$ cat src/rtl/crt_pkg.sv
// Shared constants and types for the CRTC host I/O sequencer.
//   - I/O port addresses for monochrome (3Bx) and color (3Dx) modes
//   - sequencer state encoding
//   - write-mask and read-fill constants
package crt_pkg;

  localparam logic [15:0] CRT_IDX_MONO = 16'h03B4;
  localparam logic [15:0] CRT_DAT_MONO = 16'h03B5;
  localparam logic [15:0] STAT_MONO    = 16'h03BA;
  localparam logic [15:0] CRT_IDX_COLR = 16'h03D4;
  localparam logic [15:0] CRT_DAT_COLR = 16'h03D5;
  localparam logic [15:0] STAT_COLR    = 16'h03DA;

  // CR07 stays partially writable under CR11[7]: only line-compare bit 4
  localparam logic [7:0]  CR07_PROT_MASK = 8'h10;
  localparam logic [7:0]  WR_MASK_ALL    = 8'hFF;
  localparam logic [7:0]  WR_MASK_NONE   = 8'h00;

  // Undriven byte lanes and unclaimed reads float high on the host bus
  localparam logic [7:0]  RD_FILL  = 8'hFF;
  localparam logic [15:0] RD_FLOAT = 16'hFFFF;

  typedef enum logic [2:0] {
    IDLE,
    WR_IDX,
    WR_DAT,
    RD_DAT,
    ACK
  } crt_seq_state_t;

endpackage

$ cat src/rtl/crt_io_seq_if.sv
// Host I/O bus between the requester (master) and the CRTC sequencer (slave).
//   h_iowr/h_iord : level requests, held until h_io_ack
//   h_io_16       : 16-bit access
//   h_addr        : I/O address
//   h_io_dbus     : write data
//   h_rd_data     : read data, valid while h_io_ack
//   h_io_ack      : one-cycle completion
interface crt_io_seq_if;

  logic        h_iowr;
  logic        h_iord;
  logic        h_io_16;
  logic [15:0] h_addr;
  logic [15:0] h_io_dbus;
  logic [15:0] h_rd_data;
  logic        h_io_ack;

  modport master (
    output h_iowr, h_iord, h_io_16, h_addr, h_io_dbus,
    input  h_rd_data, h_io_ack
  );

  modport slave (
    input  h_iowr, h_iord, h_io_16, h_addr, h_io_dbus,
    output h_rd_data, h_io_ack
  );

endinterface

$ cat src/rtl/crt_port_dec.sv
// Combinational CRTC port decoder.
//   h_addr, color_mode -> is_idx_c / is_dat_c / is_stat_c for the port set
//   selected by color_mode; active_c when any of them matches.
module crt_port_dec
  import crt_pkg::*;
(
  input  logic [15:0] h_addr,
  input  logic        color_mode,
  output logic        is_idx_c,
  output logic        is_dat_c,
  output logic        is_stat_c,
  output logic        active_c
);

  logic [15:0] idx_port;
  logic [15:0] dat_port;
  logic [15:0] stat_port;

  // Only the port set of the current display mode responds
  always_comb begin
    idx_port  = color_mode ? CRT_IDX_COLR : CRT_IDX_MONO;
    dat_port  = color_mode ? CRT_DAT_COLR : CRT_DAT_MONO;
    stat_port = color_mode ? STAT_COLR    : STAT_MONO;
    is_idx_c  = (h_addr == idx_port);
    is_dat_c  = (h_addr == dat_port);
    is_stat_c = (h_addr == stat_port);
    active_c  = is_idx_c | is_dat_c | is_stat_c;
  end

endmodule

$ cat src/rtl/crt_io_seq.sv
// Host I/O access sequencer for the CRT controller register file.
//   h_hclk, h_reset_n : clock, async active-low reset
//   host              : host I/O bus (slave side)
//   color_mode        : selects 3Dx (1) or 3Bx (0) ports
//   cr11_b7           : CRTC write protect for CR00..CR(WP_LAST)
//   crt_rd_data       : register-file data for crt_rd_index
//   reg_ins1          : input status 1 value
//   c_crtc_index      : CRTC index register
//   crt_wr_en/index/data/mask : one-cycle register write
//   crt_rd_index      : read index to register file
//   attr_ff_clr       : pulse on status read, clears attribute flip-flop
module crt_io_seq
  import crt_pkg::*;
#(
  parameter int unsigned INDEX_W = 6,
  parameter int unsigned WP_LAST = 7
) (
  input  logic               h_hclk,
  input  logic               h_reset_n,
  crt_io_seq_if.slave        host,
  input  logic               color_mode,
  input  logic               cr11_b7,
  input  logic [7:0]         crt_rd_data,
  input  logic [7:0]         reg_ins1,
  output logic [INDEX_W-1:0] c_crtc_index,
  output logic               crt_wr_en,
  output logic [INDEX_W-1:0] crt_wr_index,
  output logic [7:0]         crt_wr_data,
  output logic [7:0]         crt_wr_mask,
  output logic [INDEX_W-1:0] crt_rd_index,
  output logic               attr_ff_clr
);

  localparam logic [INDEX_W-1:0] WP_IDX = INDEX_W'(WP_LAST);

  logic is_idx_c;
  logic is_dat_c;
  logic is_stat_c;
  logic active_c;

  crt_port_dec u_port_dec (
    .h_addr     (host.h_addr),
    .color_mode (color_mode),
    .is_idx_c   (is_idx_c),
    .is_dat_c   (is_dat_c),
    .is_stat_c  (is_stat_c),
    .active_c   (active_c)
  );

  crt_seq_state_t     state_q, state_d;
  logic [INDEX_W-1:0] idx_q, idx_d;
  logic               rd_is_idx_q, rd_is_idx_d;
  logic               rd_is_stat_q, rd_is_stat_d;
  logic               wr_en_q, wr_en_d;
  logic [INDEX_W-1:0] wr_index_q, wr_index_d;
  logic [7:0]         wr_data_q, wr_data_d;
  logic [7:0]         wr_mask_q, wr_mask_d;
  logic [INDEX_W-1:0] rd_index_q, rd_index_d;
  logic [15:0]        rd_data_q, rd_data_d;
  logic               ack_q, ack_d;
  logic               attr_clr_q, attr_clr_d;

  // Register-write setup, evaluated on the edge that enters WR_DAT
  logic               wr_load;
  logic [INDEX_W-1:0] wr_tgt_idx;
  logic [7:0]         wr_tgt_byte;

  // State register and registered outputs
  always_ff @(posedge h_hclk or negedge h_reset_n) begin
    if (!h_reset_n) begin
      state_q      <= IDLE;
      idx_q        <= '0;
      rd_is_idx_q  <= 1'b0;
      rd_is_stat_q <= 1'b0;
      wr_en_q      <= 1'b0;
      wr_index_q   <= '0;
      wr_data_q    <= '0;
      wr_mask_q    <= '0;
      rd_index_q   <= '0;
      rd_data_q    <= '0;
      ack_q        <= 1'b0;
      attr_clr_q   <= 1'b0;
    end else begin
      state_q      <= state_d;
      idx_q        <= idx_d;
      rd_is_idx_q  <= rd_is_idx_d;
      rd_is_stat_q <= rd_is_stat_d;
      wr_en_q      <= wr_en_d;
      wr_index_q   <= wr_index_d;
      wr_data_q    <= wr_data_d;
      wr_mask_q    <= wr_mask_d;
      rd_index_q   <= rd_index_d;
      rd_data_q    <= rd_data_d;
      ack_q        <= ack_d;
      attr_clr_q   <= attr_clr_d;
    end
  end

  // Next-state and next-output logic; strobes are computed one edge ahead
  // so they are high exactly while the FSM sits in the matching state.
  always_comb begin
    state_d      = state_q;
    idx_d        = idx_q;
    rd_is_idx_d  = rd_is_idx_q;
    rd_is_stat_d = rd_is_stat_q;
    wr_en_d      = 1'b0;
    wr_index_d   = wr_index_q;
    wr_data_d    = wr_data_q;
    wr_mask_d    = wr_mask_q;
    rd_index_d   = rd_index_q;
    rd_data_d    = rd_data_q;
    ack_d        = 1'b0;
    attr_clr_d   = 1'b0;
    wr_load      = 1'b0;
    wr_tgt_idx   = idx_q;
    wr_tgt_byte  = host.h_io_dbus[7:0];

    unique case (state_q)
      IDLE: begin
        if (host.h_iowr) begin
          // Write wins when both requests are raised
          if (is_idx_c) begin
            state_d = WR_IDX;
          end else if (is_dat_c) begin
            state_d = WR_DAT;
            wr_load = 1'b1;
          end else begin
            state_d = ACK;
            ack_d   = 1'b1;
          end
        end else if (host.h_iord) begin
          if (active_c) begin
            state_d      = RD_DAT;
            rd_is_idx_d  = is_idx_c;
            rd_is_stat_d = is_stat_c;
            rd_index_d   = idx_q;
            attr_clr_d   = is_stat_c;
          end else begin
            state_d   = ACK;
            ack_d     = 1'b1;
            rd_data_d = RD_FLOAT;
          end
        end
      end

      WR_IDX: begin
        idx_d = host.h_io_dbus[INDEX_W-1:0];
        if (host.h_io_16) begin
          // High byte is data for the index just loaded
          state_d     = WR_DAT;
          wr_load     = 1'b1;
          wr_tgt_idx  = idx_d;
          wr_tgt_byte = host.h_io_dbus[15:8];
        end else begin
          state_d = ACK;
          ack_d   = 1'b1;
        end
      end

      WR_DAT: begin
        state_d = ACK;
        ack_d   = 1'b1;
      end

      RD_DAT: begin
        state_d = ACK;
        ack_d   = 1'b1;
        if (rd_is_stat_q) begin
          rd_data_d = {RD_FILL, reg_ins1};
        end else if (rd_is_idx_q) begin
          rd_data_d = {(host.h_io_16 ? crt_rd_data : RD_FILL), 8'(idx_q)};
        end else begin
          rd_data_d = {RD_FILL, crt_rd_data};
        end
      end

      ACK: begin
        state_d   = IDLE;
        rd_data_d = '0;
      end

      default: begin
        state_d = IDLE;
      end
    endcase

    // CR11[7] protection: low indices locked, WP_LAST keeps bit 4 writable
    if (wr_load) begin
      wr_index_d = wr_tgt_idx;
      wr_data_d  = wr_tgt_byte;
      if (cr11_b7 && (wr_tgt_idx < WP_IDX)) begin
        wr_en_d   = 1'b0;
        wr_mask_d = WR_MASK_NONE;
      end else if (cr11_b7 && (wr_tgt_idx == WP_IDX)) begin
        wr_en_d   = 1'b1;
        wr_mask_d = CR07_PROT_MASK;
      end else begin
        wr_en_d   = 1'b1;
        wr_mask_d = WR_MASK_ALL;
      end
    end
  end

  assign c_crtc_index   = idx_q;
  assign crt_wr_en      = wr_en_q;
  assign crt_wr_index   = wr_index_q;
  assign crt_wr_data    = wr_data_q;
  assign crt_wr_mask    = wr_mask_q;
  assign crt_rd_index   = rd_index_q;
  assign attr_ff_clr    = attr_clr_q;
  assign host.h_rd_data = rd_data_q;
  assign host.h_io_ack  = ack_q;

endmodule
$ cat src/flat_wrapper.sv
// flat-port wrapper written by rule: the top's interface ports become plain ports
module crt_io_seq_flat import crt_pkg::*;
#(
  parameter int unsigned INDEX_W = 6,
  parameter int unsigned WP_LAST = 7
)
  (h_hclk, h_reset_n, color_mode, cr11_b7, crt_rd_data, reg_ins1, c_crtc_index, crt_wr_en, crt_wr_index, crt_wr_data, crt_wr_mask, crt_rd_index, attr_ff_clr, host_h_iowr, host_h_iord, host_h_io_16, host_h_addr, host_h_io_dbus, host_h_rd_data, host_h_io_ack);
  crt_io_seq_if host_i ();
  input  logic h_hclk;
  input  logic h_reset_n;
  input  logic color_mode;
  input  logic cr11_b7;
  input  logic [7:0] crt_rd_data;
  input  logic [7:0] reg_ins1;
  output logic [INDEX_W-1:0] c_crtc_index;
  output logic crt_wr_en;
  output logic [INDEX_W-1:0] crt_wr_index;
  output logic [7:0] crt_wr_data;
  output logic [7:0] crt_wr_mask;
  output logic [INDEX_W-1:0] crt_rd_index;
  output logic attr_ff_clr;
  input wire logic [$bits(host_i.h_iowr)-1:0] host_h_iowr;
  input wire logic [$bits(host_i.h_iord)-1:0] host_h_iord;
  input wire logic [$bits(host_i.h_io_16)-1:0] host_h_io_16;
  input wire logic [$bits(host_i.h_addr)-1:0] host_h_addr;
  input wire logic [$bits(host_i.h_io_dbus)-1:0] host_h_io_dbus;
  output wire logic [$bits(host_i.h_rd_data)-1:0] host_h_rd_data;
  output wire logic [$bits(host_i.h_io_ack)-1:0] host_h_io_ack;
  assign host_i.h_iowr = host_h_iowr;
  assign host_i.h_iord = host_h_iord;
  assign host_i.h_io_16 = host_h_io_16;
  assign host_i.h_addr = host_h_addr;
  assign host_i.h_io_dbus = host_h_io_dbus;
  assign host_h_rd_data = host_i.h_rd_data;
  assign host_h_io_ack = host_i.h_io_ack;
  crt_io_seq #(.INDEX_W(INDEX_W), .WP_LAST(WP_LAST)) u_core (.h_hclk(h_hclk), .h_reset_n(h_reset_n), .host(host_i), .color_mode(color_mode), .cr11_b7(cr11_b7), .crt_rd_data(crt_rd_data), .reg_ins1(reg_ins1), .c_crtc_index(c_crtc_index), .crt_wr_en(crt_wr_en), .crt_wr_index(crt_wr_index), .crt_wr_data(crt_wr_data), .crt_wr_mask(crt_wr_mask), .crt_rd_index(crt_rd_index), .attr_ff_clr(attr_ff_clr));
endmodule
$ cat config.mk
export PLATFORM = sky130hd
export DESIGN_NAME = crt_io_seq_flat
export DESIGN_NICKNAME = d
export VERILOG_FILES = /design/src/rtl/crt_pkg.sv /design/src/rtl/crt_io_seq_if.sv /design/src/rtl/crt_port_dec.sv /design/src/rtl/crt_io_seq.sv /design/src/flat_wrapper.sv
export SDC_FILE = /design/constraint.sdc
export NUM_CORES = 1
export LEC_CHECK = 0
export ABC_AREA = 1
export BUFFER_PORTS_ARGS = -buffer_cell sky130_fd_sc_hd__buf_2
export CAP_MARGIN = 20
export CORE_MARGIN = 4
export CORE_UTILIZATION = 42
export DETAILED_ROUTE_END_ITERATION = 12
export MAX_ROUTING_LAYER = met4
export PLACE_DENSITY = 0.83
export SLEW_MARGIN = 20
export SYNTH_ARGS = -nofsm -noshare
export SYNTH_HDL_FRONTEND = slang
export SYNTH_SLANG_ARGS = --single-unit
$ cat constraint.sdc
create_clock -name h_hclk -period 1.5 [get_ports h_hclk]
set_input_delay 0.225 -clock h_hclk [delete_from_list [all_inputs] [get_ports h_hclk]]
set_output_delay 0.225 -clock h_hclk [all_outputs]
set_load 0.02 [all_outputs]
# After elaboration in Yosys (flattened, before gate mapping)
# Cells that the tools add are included.
dict set report word_totals {
  inputBits 55
  ff_bits 58
  elab_cells 76
}
dict set report classes {
  bitwise_logic 3
  n_eq_ne 12
  n_reduce_logical 7
  n_mux 41
  n_lt_le_gt_ge 1
}
# cell count
set ops {}
lappend ops {{16-bit 2-to-1 mux} 5}
lappend ops {{16-bit case mux with 3 select lines} 1}
lappend ops {{8-bit 2-to-1 mux} 5}
lappend ops {{16-bit by 10-bit == test with 1-bit output} 2}
lappend ops {{7-bit 2-to-1 mux} 3}
lappend ops {{3-bit 2-to-1 mux} 6}
lappend ops {{16-bit == test} 1}
lappend ops {{1-bit 2-to-1 mux} 16}
lappend ops {{6-bit 2-to-1 mux} 2}
lappend ops {{3-bit case mux with 3 select lines} 1}
lappend ops {{4-bit AND reduction} 2}
lappend ops {{3-bit by 2-bit == test with 1-bit output (second input constant)} 2}
lappend ops {{6-bit by 3-bit == test with 1-bit output (second input constant)} 1}
lappend ops {{6-bit by 3-bit less-than comparator with 1-bit output (second input constant)} 1}
lappend ops {{2-bit != test (second input constant)} 3}
lappend ops {{3-bit by 1-bit == test with 1-bit output (second input constant)} 1}
lappend ops {{3-bit == test (second input constant)} 1}
lappend ops {{3-bit zero test} 1}
lappend ops {{3-bit != test (second input constant)} 1}
lappend ops {{1-bit case mux with 3 select lines} 1}
lappend ops {{3-bit nonzero test} 1}
lappend ops {{1-bit logical AND} 2}
lappend ops {{1-bit bitwise OR} 2}
lappend ops {{1-bit case mux with 2 select lines} 1}
lappend ops {{2 further kinds} 2}

# Logic depth before layout (Yosys ltp)
# Gate-level depths: netlist (run 1).
dict set report depth {
  depth_word 8
  ltp_mapped 13
}

# Cells and area by module
# A second synthesis (run 1) with hierarchy kept.
dict set report unflattened {
  cells_unflattened 353
  hier_area_um2 2778.9
}
# module area_per_inst_um2 cells_each n_inst
set by_module_without_submodules {}
lappend by_module_without_submodules {crt_io_seq 2620.0 316 1}
lappend by_module_without_submodules {crt_port_dec 158.9 37 1}

# Worst setup path before layout (run 1)
# Ideal clock, no wire load.
dict set report synth_path {
  kind {register to register}
  from {reg u_core.state_q[1]}
  to {reg u_core.rd_data_q[7], in the netlist u_core.host.h_rd_data[7]}
  setup_time_ns 0.117
  path_buffers 1
  path_stages_with_launch 8
  synth_period_minus_slack_ns 1.419
  arrival_time_ns 1.301
  path_slack_ns 0.081
  required_time_ns 1.383
  cell_sequence {dfrtp_1 nor2_1 inv_1 o211ai_2 nand2_4 buf_6 nand2_1 nand2_1}
}
dict set report synth_via {
  elab_chain_cells 3
}
# element line
set synth_lines {}
lappend synth_lines {{from (decl)} crt_io_seq.sv:50} ;# crt_seq_state_t state_q, state_d;
lappend synth_lines {{from (signal assigned)} crt_io_seq.sv:84} ;# state_q <= state_d;
lappend synth_lines {{3-bit == test (tied with other cells)} crt_io_seq.sv:118} ;# unique case (state_q)
lappend synth_lines {{3-bit nonzero test (no source line) or 2-bit != test (tied branches)} n/a}
lappend synth_lines {{4-bit AND reduction (no source line)} n/a}
lappend synth_lines {{to (signal assigned)} crt_io_seq.sv:93} ;# rd_data_q <= rd_data_d;
lappend synth_lines {{to (decl)} crt_io_seq.sv:59} ;# logic [15:0] rd_data_q, rd_data_d;
# Parallel ways exist; a longest one is shown, timed or not.
# A chain may end at the register's enable or synchronous reset.

# Worst setup path after layout (run 1)
dict set report layout_path {
  from {reg u_core.state_q[1]}
  to {reg u_core.rd_data_q[9], in the netlist u_core.host.h_rd_data[9]}
}
# The elaborated chain is that of the path after synthesis.

==> flow_summary.json, run 1 <==
{
  "wl_per_cell_um": 13.7,
  "failed_checks": "setup timing",
  "drv_slew": 0,
  "arrival_ns": 1.79,
  "clock_latency_ns": 0.30,
  "relSlewSlack_pct": 69.3,
  "yosysWarnings": 0,
  "cts_buffers": 5,
  "grt_max_degree": 53,
  "rsz0062_at_grt": "yes",
  "die_w_um": 89.1,
  "path_max_fanout": 8,
  "synth-main-ff-cell": "dfrtp_1",
  "hold_end": "u_core.c_crtc_index[2]",
  "synth_cell_type_count": 25,
  "vias": 2825,
  "synth_xor_area_share_pct": 0,
  "final_common_cell": "nand2_1",
  "ant_nets": 0,
  "synth_top_family_by_area": "simple AND/OR/NAND/NOR gates",
  "die-area_um2": 7930,
  "synth_area_um2": 2760,
  "fin_area_um2": 3770,
  "startpoint_type": "register",
  "clock-sinks": 52,
  "layout-drive-gt1-share_pct": 37.9,
  "start_util_pct": 43.5,
  "layout_common_cells": "109 x nand2_1, 107 x buf_2, 50 x dfrtp_1, 30 x inv_1, 27 x o21ai_0",
  "skew_ns": 0.00666,
  "outcome": "finished with violations",
  "pre_cts_slack_ns": -0.0519,
  "vias_per_cell": 5.12,
  "worstReg2RegEnd": "u_core.host.h_rd_data[9]",
  "maxCapViolCount": 0,
  "p_leak_nw": 2.11,
  "min-delay-start": "host_h_io_dbus[2]",
  "holdPathStages": 3,
  "grt-ovfl-total": 0,
  "cts_htree_levels": 2,
  "gp_congestion": 0.892,
  "clk_pin_slew_ns": 0.09,
  "rrSetupSlack_ns": -0.05,
  "cts_tree": "built",
  "routed_wl_um": 7570,
  "power.density_nw_per_um2": 1140,
  "yosysSeqAreaShare_pct": 47.1,
  "clockBufferDepth": 2,
  "die_h_um": 89.1,
  "areaGrowthSynthToFinish_pct": 36.5,
  "detail_route.drc_violations": 0,
  "core-area_um2": 6350,
  "async_reset_ff_share_pct": 100,
  "synth-adder-area-share_pct": 0,
  "max_freq_ghz": 0.647,
  "synth_area_leaders": "dfrtp_1 47%, nand2_1 16%, o21ai_0 5.8%",
  "fp-row-count": 29,
  "antenna_found_initial": 0,
  "fin_ws_ns": -0.0451,
  "ys_seq_elements": 52,
  "syn_avg_cell_area_um2": 7.75,
  "diodes": 0,
  "reg2regPathDepth": 7,
  "dp_hpwl_um": 5430,
  "io_pins": 108,
  "fin_cells": 552,
  "synthMuxAreaShare_pct": 2.90,
  "hold_violations": 0,
  "min_period_over_period_pct": 103,
  "synth_edf_count": 0,
  "grt_pass1_vias": 2630,
  "place_inst": 536,
  "post-route-util_pct": 59.3,
  "nets": 529,
  "peakVddDrop_v": 0.000864,
  "drt-initial-drc-count": 141,
  "worst_ep_required_time_ns": 1.74,
  "finalSetupTns_ns": -0.309,
  "synth_top_area_cell": "dfrtp_1",
  "grt_pass1_wl_um": 11500,
  "dr.pass1.iters": 5,
  "setup_violations": 12,
  "hold_path_class": "in2reg",
  "criticalPathCategory": "reg2reg",
  "grt_use_total_pct": 18.8,
  "reg2reg_from": "u_core.state_q[1]",
  "synth_top_area_share_pct": 47.1,
  "clockRootBuffer": "clkbuf_8",
  "post_dp_cell_area_um2": 3400,
  "worst_pin_slew_ns": 0.461,
  "synthCells": 356,
  "period_minus_slack_ns": 1.55,
  "synth_compound_area_share_pct": 12.9,
  "synthesis.nets": 411,
  "yosys.area_share.simple_pct": 27.6,
  "endpoint_kind": "register",
  "io_buffers": 107
}
[synthesized netlist by cell type (3+ instances only)]
cell / n
nand3_1: 27
nand2_4: 4
mux2i_1: 8
nor2_1: 21
o21ai_1: 17
clkbuf_1: 3
nand2_2: 3
a21oi_1: 7
nand2_1: 120
inv_1: 32
dfrtp_1: 52
o21ai_0: 32
buf_4: 7
buf_6: 4
buf_2: 5
[power breakdown]
part / switching [W] / internal, W / leakage, nW
clock network: 0.000450 / 0.000369 / 0.0510
logic: 0.00105 / 0.000648 / 1.41
registers: 0.000117 / 0.00165 / 0.656
[critical path, cell delays in order, from the launching register on]
cell and delay, ns:
dfrtp_2 0.47, nor2_2 0.14, buf_4 0.14, inv_4 0.04, o211ai_4 0.33, clkbuf_16 0.23
nand3_1 0.07, nand2_1 0.08
[stage by stage]
stage | hold slack [ns] | total power [W]
after floorplan | -0.0706 | 0.00279
after global placement | 0.235 | 0.00326
after detailed placement | 0.236 | 0.00330
after CTS | 0.142 | 0.00411
after global routing | 0.163 | 0.00460
final | 0.159 | 0.00429
[per-layer routing]
metal / global-route usage [%] / wire [um] / up-vias / part of all wire, %
met2: 31.6 / 3710 / 133 / 49
met4: 2.84 / 63 / 0 / 0.83
met5: - / 0 / - / 0
met1: 24.2 / 3080 / 1309 / 41
li1: - / - / 1373 / -
met3: 3.69 / 718 / 10 / 9.5
[sequential cells by signal, indices dropped and copies added, names as in the netlist]
name and cells:
u_core.rd_is_stat_q 1, u_core.c_crtc_index 6, u_core.rd_is_idx_q 1, u_core.crt_wr_data 8, u_core.crt_rd_index 6, u_core.crt_wr_mask 2, u_core.crt_wr_index 6, u_core.state_q 3
u_core.host.h_io_ack 1, u_core.host.h_rd_data 16, u_core.attr_ff_clr 1, u_core.crt_wr_en 1
[area by class of cell]
| type | count | area (um^2) |
|---|---|---|
| sequential | 52 | 1300 |
| timing repair buffer | 127 | 762 |
| tap | 77 | 96.3 |
| timing repair inverter | 2 | 20.0 |
| inverter | 34 | 143 |
| clock inverter | 2 | 10.0 |
| multi-input combinational | 252 | 1350 |
| clock buffer | 6 | 82.6 |
| fill | 536 | 2580 |
[how the worst max path moves through the flow]
stage	slack (ns)	start	endpoint	cells after the start
global placement	0.01	host_h_addr[5]	u_core.host.h_rd_data[2]	10
detailed placement	-0.05	host_h_addr[12]	u_core.host.h_rd_data[14]	12
finish	-0.05	u_core.state_q[1]	u_core.host.h_rd_data[9]	7
floorplan	0.08	u_core.state_q[1]	u_core.host.h_rd_data[7]	7
global route	-0.09	u_core.state_q[1]	u_core.host.h_rd_data[0]	7
CTS	0.004	u_core.state_q[2]	u_core.crt_wr_mask[4]	10
[what timing repair did]
item	4_1_cts	5_1_grt
hold buffers	1	0
gates cloned	0	4
resized for setup	2	51
buffers inserted	0	3
endpoints found under the hold margin	52	0
endpoints found under the setup margin	18	35
pin swaps	0	20
[kinds of logic after synthesis]
family / after synthesis
muxes: 8
AOI/OAI and AO/OA: 64
DFF: 52
buffers and inverters: 53
and+or+nand+nor: 179
Note: power is estimated with default switching activity, not from simulation.
==> inputs of run 2 (changes only) <==
RECOVER_POWER = 50   (was not set)
==> flow_summary.json, run 2 (synthesis results as in run 1) <==
{
  "die_h_um": 89.1,
  "relSlewSlack_pct": 54.2,
  "fp-row-count": 29,
  "gp_congestion": 0.892,
  "rsz0062_at_grt": "yes",
  "die_w_um": 89.1,
  "drt-initial-drc-count": 134,
  "clk_pin_slew_ns": 0.09,
  "hold_violations": 0,
  "worst_ep_required_time_ns": 1.74,
  "hold_path_class": "in2reg",
  "clockBufferDepth": 2,
  "failed_checks": "setup timing",
  "grt_pass1_vias": 2630,
  "grt-ovfl-total": 0,
  "drv_slew": 0,
  "clock-sinks": 52,
  "post-route-util_pct": 58.9,
  "cts_htree_levels": 2,
  "min_period_over_period_pct": 103,
  "period_minus_slack_ns": 1.54,
  "die-area_um2": 7930,
  "post_dp_cell_area_um2": 3400,
  "grt_max_degree": 53,
  "layout_common_cells": "109 x nand2_1, 96 x buf_2, 50 x dfrtp_1, 30 x inv_1, 27 x o21ai_0",
  "endpoint_kind": "register",
  "cp-startpoint": "u_core.state_q[1]",
  "criticalPathCategory": "reg2reg",
  "dp_hpwl_um": 5430,
  "ant_nets": 0,
  "cts_tree": "built",
  "start_util_pct": 43.5,
  "outcome": "finished with violations",
  "detail_route.drc_violations": 0,
  "arrival_ns": 1.78,
  "p_leak_nw": 2.07,
  "clock_latency_ns": 0.30,
  "antenna_found_initial": 0,
  "io_pins": 108,
  "reg2reg_from": "u_core.state_q[1]",
  "power.density_nw_per_um2": 1140,
  "vias": 2807,
  "setup_violations": 11,
  "final_common_cell": "nand2_1",
  "fin_ws_ns": -0.0438,
  "maxCapViolCount": 0,
  "routed_wl_um": 7510,
  "clockRootBuffer": "clkbuf_8",
  "largest_register_ffs": 16,
  "wl_per_cell_um": 13.6,
  "peakVddDrop_v": 0.000852,
  "dr.pass1.iters": 4,
  "core-area_um2": 6350,
  "worst_pin_slew_ns": 0.687,
  "skew_ns": 0.00563,
  "finalSetupTns_ns": -0.273,
  "areaGrowthSynthToFinish_pct": 35.5,
  "vias_per_cell": 5.09,
  "fin_area_um2": 3740,
  "max_freq_ghz": 0.648,
  "startpoint_type": "register",
  "diodes": 0,
  "cts_buffers": 5,
  "nets": 529,
  "grt_pass1_wl_um": 11500,
  "grt_use_total_pct": 18.8,
  "path_max_fanout": 8,
  "power_w": 0.00426,
  "io_buffers": 107,
  "min-delay-start": "host_h_io_dbus[2]",
  "layout-drive-gt1-share_pct": 35.6,
  "pre_cts_slack_ns": -0.0519
}
-- run 2: cell count changes in the layout (fill, tap and decap cells not counted), sizes merged --
cell,delta
buf,-12
clkbuf,+12
-- run 2: worst paths after layout --
| path | endpoint | slack [ns] | depth (start not counted) |
|---|---|---|---|
| worst min-delay path | u_core.c_crtc_index[2] | 0.16 | 3 |
| worst max-delay path | u_core.host.h_rd_data[9] | -0.04 | 7 |
| worst max register to register | u_core.host.h_rd_data[9] | -0.04 | 7 |
| min in group asynchronous | u_core.c_crtc_index[2] | 0.62 | 3 |
| max in group asynchronous | u_core.state_q[1] | 0.39 | 3 |
| worst min register to register | u_core.crt_rd_index[3] | 0.47 | 2 |
-- run 2: report_power, final --
group / total (W) / internal [W] / switching (W) / leakage [nW]
Combinational: 0.00167 / 0.000617 / 0.00105 / 1.36
Sequential: 0.00177 / 0.00165 / 0.000120 / 0.656
Clock: 0.000814 / 0.000369 / 0.000444 / 0.0510
-- run 2: layout make-up --
class / count / area (um^2)
Tap cell: 77 / 96.3
Inverter: 34 / 143
Fill cell: 546 / 2610
Clock buffer: 6 / 82.6
Timing Repair Buffer: 127 / 736
Timing Repair inverter: 2 / 20.0
Multi-Input combinational cell: 252 / 1350
Clock inverter: 2 / 10.0
Sequential cell: 52 / 1300
-- run 2: per-stage QoR --
stage	hold WS [ns]	instances
6_report	0.159	552
5_1_grt	0.163	552
4_1_cts	0.142	545
3_5_place_dp	0.236	536
3_3_place_gp	0.235	536
2_1_floorplan	-0.0706	356
-- run 2: what timing repair did --
item	CTS	global route
hold buffers	1	0
endpoints found under the hold margin	52	0
buffers inserted	0	3
resized for setup	2	51
gates cloned	0	4
endpoints found under the setup margin	18	35
pin swaps	0	20
-- run 2: per-layer routing --
layer  track usage (%)  vias to the layer above  wire (um)
li1                  -                     1374          -
met1              24.2                     1311       3090
met2              31.6                      112       3670
met3              3.69                       10        679
met4              2.84                        0         72
met5                 -                        -          0
-- run 2: worst max-delay path: stages, from the launching register on --
cell and delay, ns:
dfrtp_2 0.47, nor2_2 0.14, buf_4 0.14, inv_4 0.04, o211ai_4 0.32, clkbuf_16 0.23, nand3_1 0.07, nand2_1 0.08
==> inputs of run 3 (changes only) <==
PLACE_DENSITY = 0.81   (was 0.83)
==> flow_summary.json, run 3 (synthesis results as in run 1) <==
{
  "period_minus_slack_ns": 1.47,
  "max_freq_ghz": 0.678,
  "dp_hpwl_um": 5610,
  "setup_violations": 0,
  "finalSetupTns_ns": 0,
  "core-area_um2": 6350,
  "io_buffers": 107,
  "hold_slack_ns": 0.148,
  "gp_congestion": 0.832,
  "vias": 2787,
  "grt_pass1_vias": 2655,
  "clk_pin_slew_ns": 0.10,
  "fin_area_um2": 3630,
  "grt-ovfl-total": 0,
  "fp-row-count": 29,
  "die-area_um2": 7930,
  "cp-endpoint": "u_core.crt_wr_mask[4]",
  "cts_tree": "built",
  "endpoint_kind": "register",
  "reg2regPathDepth": 10,
  "use_met2_pct": 33.1,
  "peakVddDrop_v": 0.000998,
  "worst_pin_slew_ns": 0.718,
  "die_h_um": 89.1,
  "worstReg2RegEnd": "u_core.crt_wr_mask[4]",
  "skew_ns": 0.0162,
  "criticalPathCategory": "reg2reg",
  "path_max_fanout": 7,
  "nets": 533,
  "maxCapViolCount": 0,
  "final_common_cell": "nand2_1",
  "use_met3_pct": 3.87,
  "routed_wl_um": 7450,
  "use_met1_pct": 23.7,
  "busiest_layer": "met2",
  "power.density_nw_per_um2": 1150,
  "start_util_pct": 43.5,
  "rrSetupSlack_ns": 0.03,
  "cts_buffers": 5,
  "outcome": "complete, no violations",
  "detail_route.drc_violations": 0,
  "relSlewSlack_pct": 52.2,
  "startpoint_type": "register",
  "reg2reg_from": "u_core.state_q[2]",
  "dr.pass1.iters": 5,
  "antenna_found_initial": 0,
  "rsz0062_at_grt": "yes",
  "clockBufferDepth": 2,
  "io_pins": 108,
  "cts_htree_levels": 2,
  "clockRootBuffer": "clkbuf_8",
  "wl_per_cell_um": 13.4,
  "arrival_ns": 1.67,
  "diodes": 0,
  "post-route-util_pct": 57.2,
  "cp-startpoint": "u_core.state_q[2]",
  "grt_use_total_pct": 19.3,
  "die_w_um": 89.1,
  "vias_per_cell": 5.01,
  "worst_ep_required_time_ns": 1.69,
  "areaGrowthSynthToFinish_pct": 31.5,
  "clock_latency_ns": 0.31,
  "clock-sinks": 52,
  "ant_nets": 0,
  "min_period_over_period_pct": 98.3,
  "p_leak_nw": 2.02,
  "layout_common_cells": "116 x nand2_1, 90 x buf_2, 50 x dfrtp_1, 30 x inv_1, 27 x o21ai_0",
  "layout-drive-gt1-share_pct": 32.4,
  "grt_max_degree": 53,
  "post_dp_cell_area_um2": 3390,
  "drt-initial-drc-count": 119,
  "largest_register_ffs": 16,
  "grt_pass1_wl_um": 11800,
  "hold_violations": 0,
  "hold_path_class": "in2reg",
  "drv_slew": 0
}
-- run 3: changes by cell type in the layout (fill, tap and decap cells not counted), sizes merged --
| cell | change |
|---|---|
| clkinvlp | +1 |
| buf | +1 |
| inv | -1 |
| clkbuf | +5 |
| clkinv | -2 |
-- run 3: repair_timing --
item                                    in CTS  in global routing
buffers inserted                             1                  7
gates cloned                                 0                  2
pin swaps                                    1                  8
gates resized for setup                      5                 28
endpoints found under the hold margin       52                  0
endpoints found under the setup margin      26                 37
hold buffers                                 1                  0
-- run 3: stage by stage --
step,worst slack [ns],instances,power [W]
after CTS,0.000771,547,0.00413
after detailed placement,-0.0798,537,0.00332
after global placement,0.0113,537,0.00326
after global routing,-0.0800,556,0.00448
after floorplan,0.0813,356,0.00279
final,0.0251,556,0.00418
-- run 3: layout make-up --
type	instances	area, um^2
sequential	52	1300
multi-input combinational	252	1280
timing repair buffer	133	727
clock buffer	6	72.6
inverter	34	130
fill	603	2720
clock inverter	2	16.3
tap	77	96.3
-- run 3: per-layer routing --
| metal | wire, um | up-vias | part of all wire (%) |
|---|---|---|---|
| li1 | - | 1381 | - |
| met3 | 597 | 2 | 8.0 |
| met5 | 0 | - | 0 |
| met1 | 3060 | 1298 | 41 |
| met2 | 3780 | 106 | 51 |
| met4 | 6 | 0 | 0.081 |
-- run 3: where the power goes --
part | switching, W | total [W] | leakage, nW | internal [W]
combinational | 0.00104 | 0.00160 | 1.32 | 0.000567
clock | 0.000471 | 0.000803 | 0.0414 | 0.000333
sequential | 0.000119 | 0.00177 | 0.656 | 0.00165
-- run 3: critical path, stage by stage, from the launching register on --
cell,delay (ns)
dfrtp_1,0.40
inv_2,0.06
nand2_2,0.06
nor2_4,0.17
nand2_4,0.11
nand2_1,0.07
o21ai_1,0.09
nor2_1,0.15
nand3_1,0.09
nand2_1,0.09
nand2_1,0.06
-- run 3: how the worst min path moves through the flow --
| stage | startpoint | to | slack [ns] | depth (start not counted) |
|---|---|---|---|---|
| 6_report | host_h_io_dbus[5] | u_core.c_crtc_index[5] | 0.15 | 3 |
| 5_1_grt | host_h_io_dbus[5] | u_core.c_crtc_index[5] | 0.14 | 3 |
| 4_1_cts | host_h_io_dbus[5] | u_core.c_crtc_index[5] | 0.14 | 3 |
| 3_5_place_dp | h_reset_n | u_core.host.h_rd_data[8] | 0.24 | 2 |
| 3_3_place_gp | h_reset_n | u_core.host.h_rd_data[8] | 0.23 | 2 |
| 2_1_floorplan | h_reset_n | u_core.attr_ff_clr | -0.07 | 0 |
